File: src/rtl/imem_loader_if.sv
// Bus bundle for imem_loader: load request, byte stream and instruction-memory write port.
interface imem_loader_if;
    logic        start;
    logic [15:0] base_addr;
    logic [13:0] word_cnt;
    logic [7:0]  byte_in;
    logic        byte_vld;
    logic        byte_rdy;
    logic [15:0] wr_addr;
    logic [47:0] wr_data;
    logic        wr_en;
    logic        busy;
    logic        done;
    logic        err;

    modport master (
        output start, base_addr, word_cnt, byte_in, byte_vld,
        input  byte_rdy, wr_addr, wr_data, wr_en, busy, done, err
    );

    modport slave (
        input  start, base_addr, word_cnt, byte_in, byte_vld,
        output byte_rdy, wr_addr, wr_data, wr_en, busy, done, err
    );
endinterface

File: src/rtl/imem_loader.sv
// Streams a byte image into 48-bit instruction-memory words (big-endian, 6 bytes per word).
// Optional trailing modulo-256 checksum byte is enabled by defining IMEM_LOADER_CHKSUM_EN.
module imem_loader #(
    parameter int MAX_WORDS = 8192
) (
    input  logic         clk,
    input  logic         rst_n,
    imem_loader_if.slave bus
);
    typedef enum logic [2:0] {
        IDLE,
        COLLECT,
        WRITE,
`ifdef IMEM_LOADER_CHKSUM_EN
        CHECK,
`endif
        DONE
    } state_e;

    localparam logic [14:0] MaxWords = 15'(MAX_WORDS);

    state_e      state_q, state_d;
    logic [2:0]  idx_q, idx_d;
    logic [15:0] addr_q, addr_d;
    logic [13:0] remain_q, remain_d;
    logic [39:0] shift_q, shift_d;
    logic [15:0] wr_addr_q, wr_addr_d;
    logic [47:0] wr_data_q, wr_data_d;
    logic        err_q, err_d;
    logic        byte_rdy;
    logic        xfer;
`ifdef IMEM_LOADER_CHKSUM_EN
    logic [7:0]  sum_q, sum_d;
`endif

`ifdef IMEM_LOADER_CHKSUM_EN
    assign byte_rdy = (state_q == COLLECT) || (state_q == CHECK);
`else
    assign byte_rdy = (state_q == COLLECT);
`endif
    assign xfer = bus.byte_vld && byte_rdy;

    always_comb begin
        // NOTE: every next-state signal gets a default first, so no path infers a latch.
        state_d   = state_q;
        idx_d     = idx_q;
        addr_d    = addr_q;
        remain_d  = remain_q;
        shift_d   = shift_q;
        wr_addr_d = wr_addr_q;
        wr_data_d = wr_data_q;
        err_d     = err_q;
`ifdef IMEM_LOADER_CHKSUM_EN
        sum_d     = sum_q;
`endif
        case (state_q)
            IDLE: begin
                if (bus.start) begin
                    err_d = 1'b0;
                    if (bus.word_cnt == '0) begin
                        state_d = DONE;
                    end else if ({1'b0, bus.word_cnt} > MaxWords) begin
                        err_d   = 1'b1;
                        state_d = DONE;
                    end else begin
                        addr_d   = bus.base_addr;
                        remain_d = bus.word_cnt;
                        idx_d    = '0;
`ifdef IMEM_LOADER_CHKSUM_EN
                        sum_d    = '0;
`endif
                        state_d  = COLLECT;
                    end
                end
            end
            COLLECT: begin
                if (xfer) begin
`ifdef IMEM_LOADER_CHKSUM_EN
                    sum_d = sum_q + bus.byte_in;
`endif
                    // Output word/address are latched only here, so they hold until the next word completes.
                    if (idx_q == 3'd5) begin
                        wr_addr_d = addr_q;
                        wr_data_d = {shift_q, bus.byte_in};
                        idx_d     = '0;
                        state_d   = WRITE;
                    end else begin
                        shift_d = {shift_q[31:0], bus.byte_in};
                        idx_d   = idx_q + 3'd1;
                    end
                end
            end
            WRITE: begin
                addr_d   = addr_q + 16'd1;
                remain_d = remain_q - 14'd1;
                if (remain_q == 14'd1) begin
`ifdef IMEM_LOADER_CHKSUM_EN
                    state_d = CHECK;
`else
                    state_d = DONE;
`endif
                end else begin
                    state_d = COLLECT;
                end
            end
`ifdef IMEM_LOADER_CHKSUM_EN
            CHECK: begin
                if (xfer) begin
                    if (bus.byte_in != sum_q) err_d = 1'b1;
                    state_d = DONE;
                end
            end
`endif
            DONE:    state_d = IDLE;
            default: state_d = IDLE;
        endcase
    end

    // NOTE: state registers use non-blocking assignments so all flops update together on the edge.
    always_ff @(posedge clk or negedge rst_n) begin
        if (!rst_n) begin
            state_q   <= IDLE;
            idx_q     <= '0;
            addr_q    <= '0;
            remain_q  <= '0;
            shift_q   <= '0;
            wr_addr_q <= '0;
            wr_data_q <= '0;
            err_q     <= 1'b0;
`ifdef IMEM_LOADER_CHKSUM_EN
            sum_q     <= '0;
`endif
        end else begin
            state_q   <= state_d;
            idx_q     <= idx_d;
            addr_q    <= addr_d;
            remain_q  <= remain_d;
            shift_q   <= shift_d;
            wr_addr_q <= wr_addr_d;
            wr_data_q <= wr_data_d;
            err_q     <= err_d;
`ifdef IMEM_LOADER_CHKSUM_EN
            sum_q     <= sum_d;
`endif
        end
    end

    assign bus.byte_rdy = byte_rdy;
    assign bus.wr_en    = (state_q == WRITE);
    assign bus.wr_addr  = wr_addr_q;
    assign bus.wr_data  = wr_data_q;
    assign bus.busy     = (state_q != IDLE);
    assign bus.done     = (state_q == DONE);
    assign bus.err      = err_q;
endmodule
File: src/flat_wrapper.sv
// flat-port wrapper written by rule: the top's interface ports become plain ports
module imem_loader_flat 
#(
    parameter int MAX_WORDS = 8192
)
  (clk, rst_n, bus_start, bus_base_addr, bus_word_cnt, bus_byte_in, bus_byte_vld, bus_byte_rdy, bus_wr_addr, bus_wr_data, bus_wr_en, bus_busy, bus_done, bus_err);
  imem_loader_if bus_i ();
  input  logic clk;
  input  logic rst_n;
  input wire logic [$bits(bus_i.start)-1:0] bus_start;
  input wire logic [$bits(bus_i.base_addr)-1:0] bus_base_addr;
  input wire logic [$bits(bus_i.word_cnt)-1:0] bus_word_cnt;
  input wire logic [$bits(bus_i.byte_in)-1:0] bus_byte_in;
  input wire logic [$bits(bus_i.byte_vld)-1:0] bus_byte_vld;
  output wire logic [$bits(bus_i.byte_rdy)-1:0] bus_byte_rdy;
  output wire logic [$bits(bus_i.wr_addr)-1:0] bus_wr_addr;
  output wire logic [$bits(bus_i.wr_data)-1:0] bus_wr_data;
  output wire logic [$bits(bus_i.wr_en)-1:0] bus_wr_en;
  output wire logic [$bits(bus_i.busy)-1:0] bus_busy;
  output wire logic [$bits(bus_i.done)-1:0] bus_done;
  output wire logic [$bits(bus_i.err)-1:0] bus_err;
  assign bus_i.start = bus_start;
  assign bus_i.base_addr = bus_base_addr;
  assign bus_i.word_cnt = bus_word_cnt;
  assign bus_i.byte_in = bus_byte_in;
  assign bus_i.byte_vld = bus_byte_vld;
  assign bus_byte_rdy = bus_i.byte_rdy;
  assign bus_wr_addr = bus_i.wr_addr;
  assign bus_wr_data = bus_i.wr_data;
  assign bus_wr_en = bus_i.wr_en;
  assign bus_busy = bus_i.busy;
  assign bus_done = bus_i.done;
  assign bus_err = bus_i.err;
  imem_loader #(.MAX_WORDS(MAX_WORDS)) u_core (.clk(clk), .rst_n(rst_n), .bus(bus_i));
endmodule
File: config.mk
export PLATFORM = sky130hd
export DESIGN_NAME = imem_loader_flat
export DESIGN_NICKNAME = d
export VERILOG_FILES = /design/src/rtl/imem_loader_if.sv /design/src/rtl/imem_loader.sv /design/src/flat_wrapper.sv
export SDC_FILE = /design/constraint.sdc
export NUM_CORES = 1
export LEC_CHECK = 0
export ABC_AREA = 0
export BUFFER_PORTS_ARGS = -buffer_cell sky130_fd_sc_hd__buf_2
export CORE_ASPECT_RATIO = 1.1
export CORE_MARGIN = 1
export CORE_UTILIZATION = 55
export CTS_CLUSTER_SIZE = 8
export DETAILED_ROUTE_END_ITERATION = 10
export PLACE_DENSITY = 0.87
export SLEW_MARGIN = 40
export SYNTH_ARGS = -nofsm -noshare
export SYNTH_HDL_FRONTEND = slang
export SYNTH_SLANG_ARGS = --single-unit
File: constraint.sdc
create_clock -name clk -period 5.6 [get_ports clk]
set_clock_uncertainty 0.15 [all_clocks]
set_input_delay 0.28 -clock clk [delete_from_list [all_inputs] [get_ports clk]]
set_output_delay 0.28 -clock clk [all_outputs]
set_load 0.05 [all_outputs]
==> results of run 1 <==
## power by group through the flow
stage	Clock, W	Sequential [W]	Combinational [W]
6_report	0.00119	0.00190	0.00214
4_1_cts	0.00120	0.00189	0.00215
3_5_place_dp	0	0.00190	0.00212
3_3_place_gp	0	0.00186	0.00207
5_1_grt	0.00124	0.00196	0.00227
2_1_floorplan	0	0.00253	0.000921
## cells by family after synthesis
kind of cell | after synthesis | synth area share [%]
AO/OA/AOI/OAI | 111 | 10.84
XOR/XNOR | 1 | 0.1431
adder cells (fa/ha/maj) | 3 | 0.6134
buffers and inverters | 35 | 2.413
flip-flops | 140 | 57.25
multiplexers | 112 | 20.53
AND/OR/NAND/NOR | 99 | 8.219
## critical path: stages, from the launching register on
cell and delay (ps):
dfrtp_1 450, inv_1 210, nand2_1 80, buf_4 280, inv_2 490, buf_2 370
## worst max path at each step
stage	start	end	slack (ps)
finish	u_core.state_q[0]$_DFFE_PN0P_	bus_wr_en	2850
global route	u_core.state_q[0]$_DFFE_PN0P_	bus_wr_en	2730
CTS	u_core.state_q[0]$_DFFE_PN0P_	bus_wr_en	2890
detailed placement	bus_word_cnt[1]	u_core.remain_q[1]$_DFFE_PN0P_	2950
global placement	bus_word_cnt[1]	u_core.remain_q[1]$_DFFE_PN0P_	2810
floorplan	u_core.remain_q[0]$_DFFE_PN0P_	u_core.remain_q[12]$_DFFE_PN0P_	3540
## synth_stat cells, types with 2 or more instances
cell type	n	share of area, %
nand3_1	10	0.82
o31ai_1	7	0.86
nor2_1	23	1.4
a21oi_1	25	2.0
a31oi_1	8	0.82
clkbuf_1	12	0.74
nand2_1	22	1.3
buf_2	11	0.90
a2bb2oi_1	7	1.0
and2_1	2	0.20
nor3_1	14	1.1
a211oi_1	2	0.25
mux2i_1	6	0.98
mux2_2	105	19
o22ai_1	3	0.31
ha_1	3	0.61
and3_1	2	0.20
o21ai_0	47	3.8
inv_1	7	0.43
buf_1	3	0.18
nand4_1	5	0.51
a32oi_1	5	0.72
or4_4	2	0.37
nor4_1	9	0.92
nand3b_1	2	0.25
clkbuf_2	2	0.16
dfrtp_1	140	57
## through the flow
| stage | setup slack, ps | std cells | util, % |
|---|---|---|---|
| floorplan | 3539 | 501 | - |
| global placement | 2812 | 736 | 62.55 |
| detailed placement | 2950 | 736 | 62.62 |
| CTS | 2892 | 778 | 69.34 |
| global route | 2729 | 778 | 69.37 |
| finish | 2854 | 778 | 69.37 |
## final cells by class
class                      instances  area share, %
multi-input combinational        326          32.98
inverter                           7         0.3488
clock inverter                     8          1.711
timing repair buffer             126          9.351
sequential                       140          46.50
clock buffer                      24          6.660
tap                              147          2.441
## what timing repair did
action / 4_1_cts / 5_1_grt
buffers inserted: 0 / 0
hold buffers: 10 / 0
endpoints found under the hold margin: 100 / 0
## registers in the layout, indices dropped and copies added (netlist names)
signal / cells
u_core.addr_q: 16
u_core.bus.wr_data: 48
u_core.shift_q: 40
u_core.idx_q: 3
u_core.state_q: 2
u_core.remain_q: 14
u_core.bus.wr_addr: 16
u_core.bus.err: 1
## layer usage
layer,wire length (um),vias up,track usage [%]
met5,0,-,0
met4,274,0,11.24
met3,1177,24,8.344
met2,7289,216,42.67
met1,5596,2266,31.38
li1,-,2084,-
==> run metrics, run 1 <==
Post-Syn Nets 546; flip-flop and latch count after synthesis 140; initial core utilization 56.35%; P&R area growth vs syn 23.10%; Fillers 812; drt total wl 14,340 um; final hold violation count 0; leading cell type in the layout, fill and taps excluded dfrtp_1; Tmin final 2746 ps; core area 10,860 um2; min-delay worst type primary input to flip-flop; drt drc 0; Worst-Margin Slew 729.0 ps; CTS sink count 140; Worst-Skew Late Latency 410 ps; sequential area share after synthesis 57.25%; GR Util All Layers 26.08%; total chip power 0.005229 W; DR vias/cell 5.900; Async S/R FF share, synth 100.0%; nets@finish 663; commonest cells after routing, fill and taps aside dfrtp_1 (140), buf_2 (109), mux2_2 (105); Clk pwr share 22.8%; Gate Count Post-Synth 501; Num CTS Buffers 17; Crit path required time 5170 ps; Net Sw Frac 43.11%; Internal 0.002974 W; worst vdd ir 465.0 uV; n_diodes 0; # rows 40; critical hold path startpoint bus_start; dpl cell area 6800 um2; FF-to-FF End u_core.addr_q[13]$_DFFE_PN0P_; Max Root-Sink Buffers 2; reported max-cap violation count 0; Die W 102.6 um; crit path launch type flip-flop; worst hold slack 16.76 ps; flop2flop setup slack 3160 ps; pwr dens 694.1 nW/um2; register area 3503 um2; Multi-input gate area 2485 um2; gpl congestion 0.8735; Post-Syn Area 6120 um2; EDFF count, synth 0; port buffer count 110; I/O Pins 111; die area 11,550 um2; total gr overflow 0; total negative slack 0 ps; status finished, final reports clean; Crit. End Element primary output; Leak Pwr 3.460 nW; Slew Viols, Final 0; clk root buf clkbuf_16; Min-Delay Path Depth 3; Slew HR 51.40%; CTS tree yes; Worst Path Arrival 2320 ps; FF-to-FF Start u_core.state_q[0]$_DFFE_PN0P_; Initial DRC Count 187; wire length of the first global-routing pass 22,760 um; Synth Flop Type dfrtp_1; final setup fails 0; fmax 364.1 MHz; via count 4,590; FF-to-FF path depth 7; Routed Antenna Nets 0; unique cell type count in the Yosys netlist 44; Psw 0.002254 W; Crit Path Class flip-flop to primary output; largest net degree at the start of global routing 85; fraction of layout instances using a drive strength above 1 41.52%; RSZ-0062 raised after global routing false; Die Y 112.6 um; vias in the first global route 4,645; Avg Inst Size Synth 12.21 um2; # resized after CTS 0; HPWL Detailed 9261 um; fin area 7533 um2; CP Max Fanout 49; Flop pwr share 36.3%; initial antenna violation count 0; Hold Path End u_core.bus.err$_DFFE_PN0P_; synth warn 0; CTS clock-pin slew for the worst setup and hold paths 60 ps; Comb power frac 40.9%; CTS HTree Levels 4; wire per inst 18.43 um; drt first pass iters 4; Final period util 49.04%
Power figures use the tool's default switching activity.
==> run 2, diff against run 1 <==
clock period = 2.75 ns   (was 5.6 ns; I/O delays follow)
==> run 2 against run 1 <==
Against the previous run:
- power grew 100%
- cell area rose by 4.3%
- global-route usage is 1.7 points higher
- worst setup slack worse by 2600 ps
- largest power group unchanged
==> run metrics, run 2 (synthesis gave the netlist of run 1 again) <==
Crit. End Element primary output; initial antenna violation count 1 (+1); final hold violation count 0 (unchanged); FF-to-FF End u_core.remain_q[12]$_DFFE_PN0P_; HPWL Detailed 9359 um (+1.1%); Clk pwr share 21.5% (-1.3 points); Worst Path Arrival 2250 ps (-70 ps); fmax 394.7 MHz; register area 3503 um2 (unchanged); drt drc 0 (unchanged); min-delay worst type primary input to flip-flop; initial core utilization 56.35% (unchanged); worst vdd ir 956.2 uV (+110%); FF-to-FF Start u_core.remain_q[0]$_DFFE_PN0P_; Hold Path End u_core.remain_q[13]$_DFFE_PN0P_; wire per inst 18.68 um (+1.4%); Slew Viols, Final 0 (unchanged); GR Util All Layers 27.74% (+1.7 points); status finished, final reports clean; CTS tree yes; CTS clock-pin slew for the worst setup and hold paths 60 ps (about the same); Multi-input gate area 2477 um2 (-0.30%); crit path launch type flip-flop; drt total wl 15,220 um (+6.2%); Worst-Margin Slew 704.3 ps (-24.72 ps); die area 11,550 um2 (unchanged); Num CTS Buffers 17 (unchanged); Net Sw Frac 43.82% (+0.71 points); dpl cell area 6863 um2 (+0.92%); leading cell type in the layout, fill and taps excluded dfrtp_1; core area 10,860 um2 (unchanged); via count 4,829 (+5.2%); Worst-Skew Late Latency 410 ps (about the same); CP Max Fanout 23 (-53%); Crit path required time 2460 ps (-2710 ps); largest net degree at the start of global routing 79 (-7.1%); # rows 40 (unchanged); vias in the first global route 4,923 (+6.0%); Routed Antenna Nets 0 (unchanged); Largest register FFs 48 (unchanged); fraction of layout instances using a drive strength above 1 40.03% (-1.5 points); drt first pass iters 5 (+1); nets@finish 699 (+5.4%); Min-Delay Path Depth 3 (unchanged); gpl congestion 0.9253 (+5.9%); reported max-cap violation count 0 (unchanged); Max Root-Sink Buffers 2 (unchanged); Leak Pwr 3.604 nW (+4.1%); port buffer count 110 (unchanged); CTS sink count 140 (unchanged); total gr overflow 0 (unchanged); Internal 0.005962 W (+100%); Slew HR 53.05% (+1.6 points); FF-to-FF path depth 7 (unchanged); Flop pwr share 36.4% (about the same); fin area 7860 um2 (+4.3%); Die Y 112.6 um (unchanged); clk root buf clkbuf_16; commonest cells after routing, fill and taps aside dfrtp_1 (140), buf_2 (109), mux2_2 (105); Comb power frac 42.1% (+1.2 points); wire length of the first global-routing pass 24,440 um (+7.4%); Fillers 714 (-12%); final setup fails 0 (unchanged); Psw 0.004650 W (+110%); P&R area growth vs syn 28.44%; flop2flop setup slack 290 ps (-2870 ps); I/O Pins 111 (unchanged); CTS HTree Levels 4 (unchanged); Tmin final 2533 ps; Die W 102.6 um (unchanged); RSZ-0062 raised after global routing false; critical hold path startpoint bus_word_cnt[13]; Initial DRC Count 344 (+84%); pwr dens 1350 nW/um2 (+95%); total negative slack 0 ps (unchanged); Final period util 92.12%; DR vias/cell 5.925 (+0.43%); Crit Path Class flip-flop to primary output
==> run 2: changes by cell type in the layout (fill, tap and decap cells not counted), sizes merged <==
| cell | before | now |
|---|---|---|
| buf | 115 | 122 |
| bufinv | 3 | 2 |
| clkbuf | 25 | 20 |
| clkinv | 2 | 5 |
| clkinvlp | 1 | 2 |
| diode | 0 | 1 |
| dlygate4sd3 | 10 | 40 |
| inv | 9 | 10 |
==> run 2: repair_timing <==
item / CTS / global route
hold buffers: 40 / 0
gates resized for setup: 0 / 0
endpoints found under the hold margin: 123 / 0
buffers inserted: 0 / 0
==> run 2: final cells by class <==
| cell class | count | area share [%] |
|---|---|---|
| Clock buffer | 20 | 5.810 |
| Multi-Input combinational cell | 326 | 31.52 |
| Timing Repair Buffer | 162 | 13.64 |
| Tap cell | 147 | 2.340 |
| Clock inverter | 12 | 1.751 |
| Sequential cell | 140 | 44.57 |
| Inverter | 7 | 0.3343 |
| Antenna cell | 1 | 0.03184 |
==> run 2: through the flow <==
stage | total power [W] | instances | utilization, % | hold slack (ps) | setup slack [ps]
detailed placement | 0.008213 | 742 | 63.19 | 56.40 | 380.9
global route | 0.01112 | 815 | 72.37 | 44.04 | 112.5
global placement | 0.008012 | 742 | 63.19 | 47.72 | 560.4
floorplan | 0.007019 | 501 | - | -308.1 | 689.3
CTS | 0.01060 | 814 | 72.35 | 29.83 | 276.9
finish | 0.01061 | 815 | 72.37 | 29.78 | 216.7
==> run 2: metal layers <==
| layer | GRT usage [%] | up-vias | wire, um |
|---|---|---|---|
| met5 | 0 | - | 0 |
| met1 | 33.55 | 2369 | 5864 |
| met2 | 45.07 | 261 | 7690 |
| met4 | 11.81 | 0 | 316 |
| met3 | 9.153 | 39 | 1352 |
| li1 | - | 2160 | - |
==> run 2: worst max-delay path, cell delays in order, from the launching register on <==
cell and delay (ps):
dfrtp_1 460, inv_1 210, nand2_1 140, inv_1 340
buf_4 350, buf_2 330
==> run 2: worst max-delay path by stage <==
stage | startpoint | end | slack [ps] | cells past startpoint
floorplan | u_core.remain_q[0]$_DFFE_PN0P_ | u_core.remain_q[12]$_DFFE_PN0P_ | 690 | 7
detailed placement | u_core.remain_q[0]$_DFFE_PN0P_ | u_core.remain_q[12]$_DFFE_PN0P_ | 380 | 7
global placement | u_core.remain_q[0]$_DFFE_PN0P_ | u_core.remain_q[12]$_DFFE_PN0P_ | 560 | 7
CTS | u_core.state_q[0]$_DFFE_PN0P_ | bus_wr_en | 280 | 5
finish | u_core.state_q[0]$_DFFE_PN0P_ | bus_wr_en | 220 | 5
global route | u_core.state_q[0]$_DFFE_PN0P_ | bus_wr_en | 110 | 5
==> run 2: power groups by stage <==
stage	sequential [W]	combinational, W	clock (W)
floorplan	0.00514	0.00187	0
global placement	0.00378	0.00424	0
detailed placement	0.00386	0.00435	0
CTS	0.00385	0.00445	0.00231
global route	0.00398	0.00472	0.00242
finish	0.00387	0.00446	0.00228
==> run 3, diff against run 2 <==
CELL_PAD_IN_SITES_DETAIL_PLACEMENT = 1   (was default)
CELL_PAD_IN_SITES_GLOBAL_PLACEMENT = 1   (was default)
CORE_UTILIZATION = 44   (was 55)
RECOVER_POWER = 100   (was default)
==> run 3 against run 2 <==
Against the previous run:
- the run now ends with max-capacitance violations, max-slew violations left
- global-route usage is 1.7 points lower
- worst hold slack worse by 23 ps
- final cell count is 4.2% higher
- combinational power is 2% lower
- critical endpoint is now u_core.addr_q[0]$_DFFE_PN0P_
==> run metrics, run 3 (synthesis gave the netlist of run 1 again) <==
status finished with violations; violated checks max-capacitance violations, max-slew violations; HPWL Detailed 11,010 um (+18%); Die Y 125.7 um (+12%); Slew Viols, Final 60 (+60); Final Instance Count excl. Fillers 849 (+4.2%); via count 4,770 (-1.2%); fraction of layout instances using a drive strength above 1 29.47% (-11 points); FF-to-FF path depth 7 (unchanged); FF-to-FF End u_core.addr_q[13]$_DFFE_PN0P_; CTS sink count 140 (unchanged); Leak Pwr 3.385 nW (-6.1%); reported max-cap violation count 1 (+1); n_diodes 0 (-1); leading cell type in the layout, fill and taps excluded dfrtp_1; Final period util 93.24% (+1.1 points); CTS clock-pin slew for the worst setup and hold paths 60 ps (about the same); Hold Path End u_core.state_q[0]$_DFFE_PN0P_; FF-to-FF Start u_core.state_q[0]$_DFFE_PN0P_; initial core utilization 45.74% (-11 points); wire per inst 20.76 um (+11%); GR Util All Layers 26.06% (-1.7 points); Routed Antenna Nets 0 (unchanged); CP Max Fanout 24 (+4.3%); total gr overflow 0 (unchanged); initial antenna violation count 0 (-1); total negative slack 0 ps (unchanged); Die W 114.4 um (+12%); RSZ-0062 raised after global routing false; cells along the critical path dlygate4sd3_1 > clkbuf_1 > nor4_1 > and4_1 > mux2_2 > nor2_1 > buf_4 > a31oi_1; crit path launch type primary input; # rows 44 (+10%); P&R area growth vs syn 28.60%; drt first pass iters 4 (-1); wire length of the first global-routing pass 28,420 um (+16%); port buffer count 110 (unchanged); worst stage delay on the critical path 550 ps (+90 ps); final setup margin 185.9 ps (-30.80 ps); Slew HR -2.007% (-55 points); Num CTS Buffers 17 (unchanged); Max Root-Sink Buffers 2 (unchanged); CTS tree yes; worst path buffer plus inverter count 3 (-1); final setup fails 0 (unchanged); Min-Delay Path Depth 4 (+1); I/O Pins 111 (unchanged); Worst Path Arrival 2690 ps (+440 ps); worst vdd ir 828.9 uV (-13%); vias in the first global route 5,300 (+7.7%); core area 13,380 um2 (+23%); min-delay worst type primary input to flip-flop; pre-CTS setup slack 390.9 ps (+10.04 ps); fmax 390.0 MHz (-1.2%); Crit Path Class primary input to flip-flop; die area 14,380 um2 (+25%); flop2flop setup slack 310 ps (+20 ps); Crit. End Element flip-flop; CP max stage cell mux2_2; CP top delay family simple AND/OR/NAND/NOR gates; final hold violation count 0 (unchanged); Fillers 1,432 (+100%); dpl cells 779 (+5.0%); CTS HTree Levels 4 (unchanged); total chip power 0.01093 W (+3.0%); DR vias/cell 5.618 (-5.2%); drt drc 0 (unchanged); Worst-Margin Slew 1530 ps (+825.8 ps); pwr dens 1389 nW/um2 (+2.9%); clk root buf clkbuf_16; Tmin final 2564 ps (+30.80 ps); nets@finish 699 (unchanged); final design utilization 58.83% (-14 points); Worst-Skew Late Latency 420 ps (about the same); drt total wl 17,630 um (+16%); commonest cells after routing, fill and taps aside dfrtp_1 (140), mux2_2 (105), clkbuf_1 (70); gpl congestion 0.8378 (-9.5%); Largest register FFs 48 (unchanged); Crit path required time 2880 ps (+420 ps); critical hold path startpoint bus_byte_vld; Initial DRC Count 341 (-0.87%); largest net degree at the start of global routing 61 (-23%)
-- run 3: changes by cell type in the layout (fill, tap and decap cells not counted), sizes merged --
| cell | delta |
|---|---|
| diode | -1 |
| clkinv | -3 |
| bufinv | +4 |
| buf | -75 |
| clkbuf | +75 |
| inv | -3 |
-- run 3: metrics by stage --
stage,hold slack [ps],cell area [um2]
6_report,6.973,7870
5_1_grt,25.96,7870
4_1_cts,2.284,7989
3_5_place_dp,-1.331,6909
3_3_place_gp,-11.62,6909
2_1_floorplan,-308.1,6120
-- run 3: worst min-delay path: cells and delay by family --
kind / cells / cell delay, ps
compound gates: 1 / 110
simple gates: 1 / 90
buf+inv: 2 / 190
-- run 3: routing by layer --
layer | part of all wire (%) | vias to the layer above | global-route usage (%)
met3 | 5.0 | 37 | 6.160
met5 | 0 | - | 0
li1 | - | 2150 | -
met2 | 54 | 146 | 45.88
met4 | 2.4 | 0 | 11.23
met1 | 39 | 2437 | 30.13
-- run 3: area by class of cell --
type / count / area, um2 / area share, %
tap: 184 / 230.2 / 2.925
timing repair buffer: 162 / 953.4 / 12.11
inverter: 7 / 26.28 / 0.3339
multi-input combinational: 326 / 2477 / 31.48
clock buffer: 20 / 466.7 / 5.930
clock inverter: 10 / 212.7 / 2.703
sequential: 140 / 3503 / 44.52
-- run 3: what timing repair did --
action | in CTS | in global routing
gates resized for setup | 0 | 0
setup endpoints to repair | 0 | 0
setup buffers | 0 | 0
hold buffers | 40 | 0
hold endpoints to repair | 104 | 0
-- run 3: power by group --
part / internal, W / switching, W
Clock: 0.00177 / 0.000866
Sequential: 0.00306 / 0.000851
Combinational: 0.00137 / 0.00302
Total: 0.00619 / 0.00474
-- run 3: how the worst max path moves through the flow --
stage | from | end | slack [ps] | cells after the start
6_report | bus_word_cnt[0] | u_core.addr_q[0]$_DFFE_PN0P_ | 190 | 8
5_1_grt | bus_word_cnt[0] | u_core.remain_q[1]$_DFFE_PN0P_ | 60 | 8
4_1_cts | bus_word_cnt[1] | u_core.remain_q[1]$_DFFE_PN0P_ | 260 | 8
3_5_place_dp | u_core.remain_q[0]$_DFFE_PN0P_ | u_core.remain_q[12]$_DFFE_PN0P_ | 390 | 7
3_3_place_gp | bus_word_cnt[0] | u_core.addr_q[0]$_DFFE_PN0P_ | 460 | 7
2_1_floorplan | u_core.remain_q[0]$_DFFE_PN0P_ | u_core.remain_q[12]$_DFFE_PN0P_ | 690 | 7
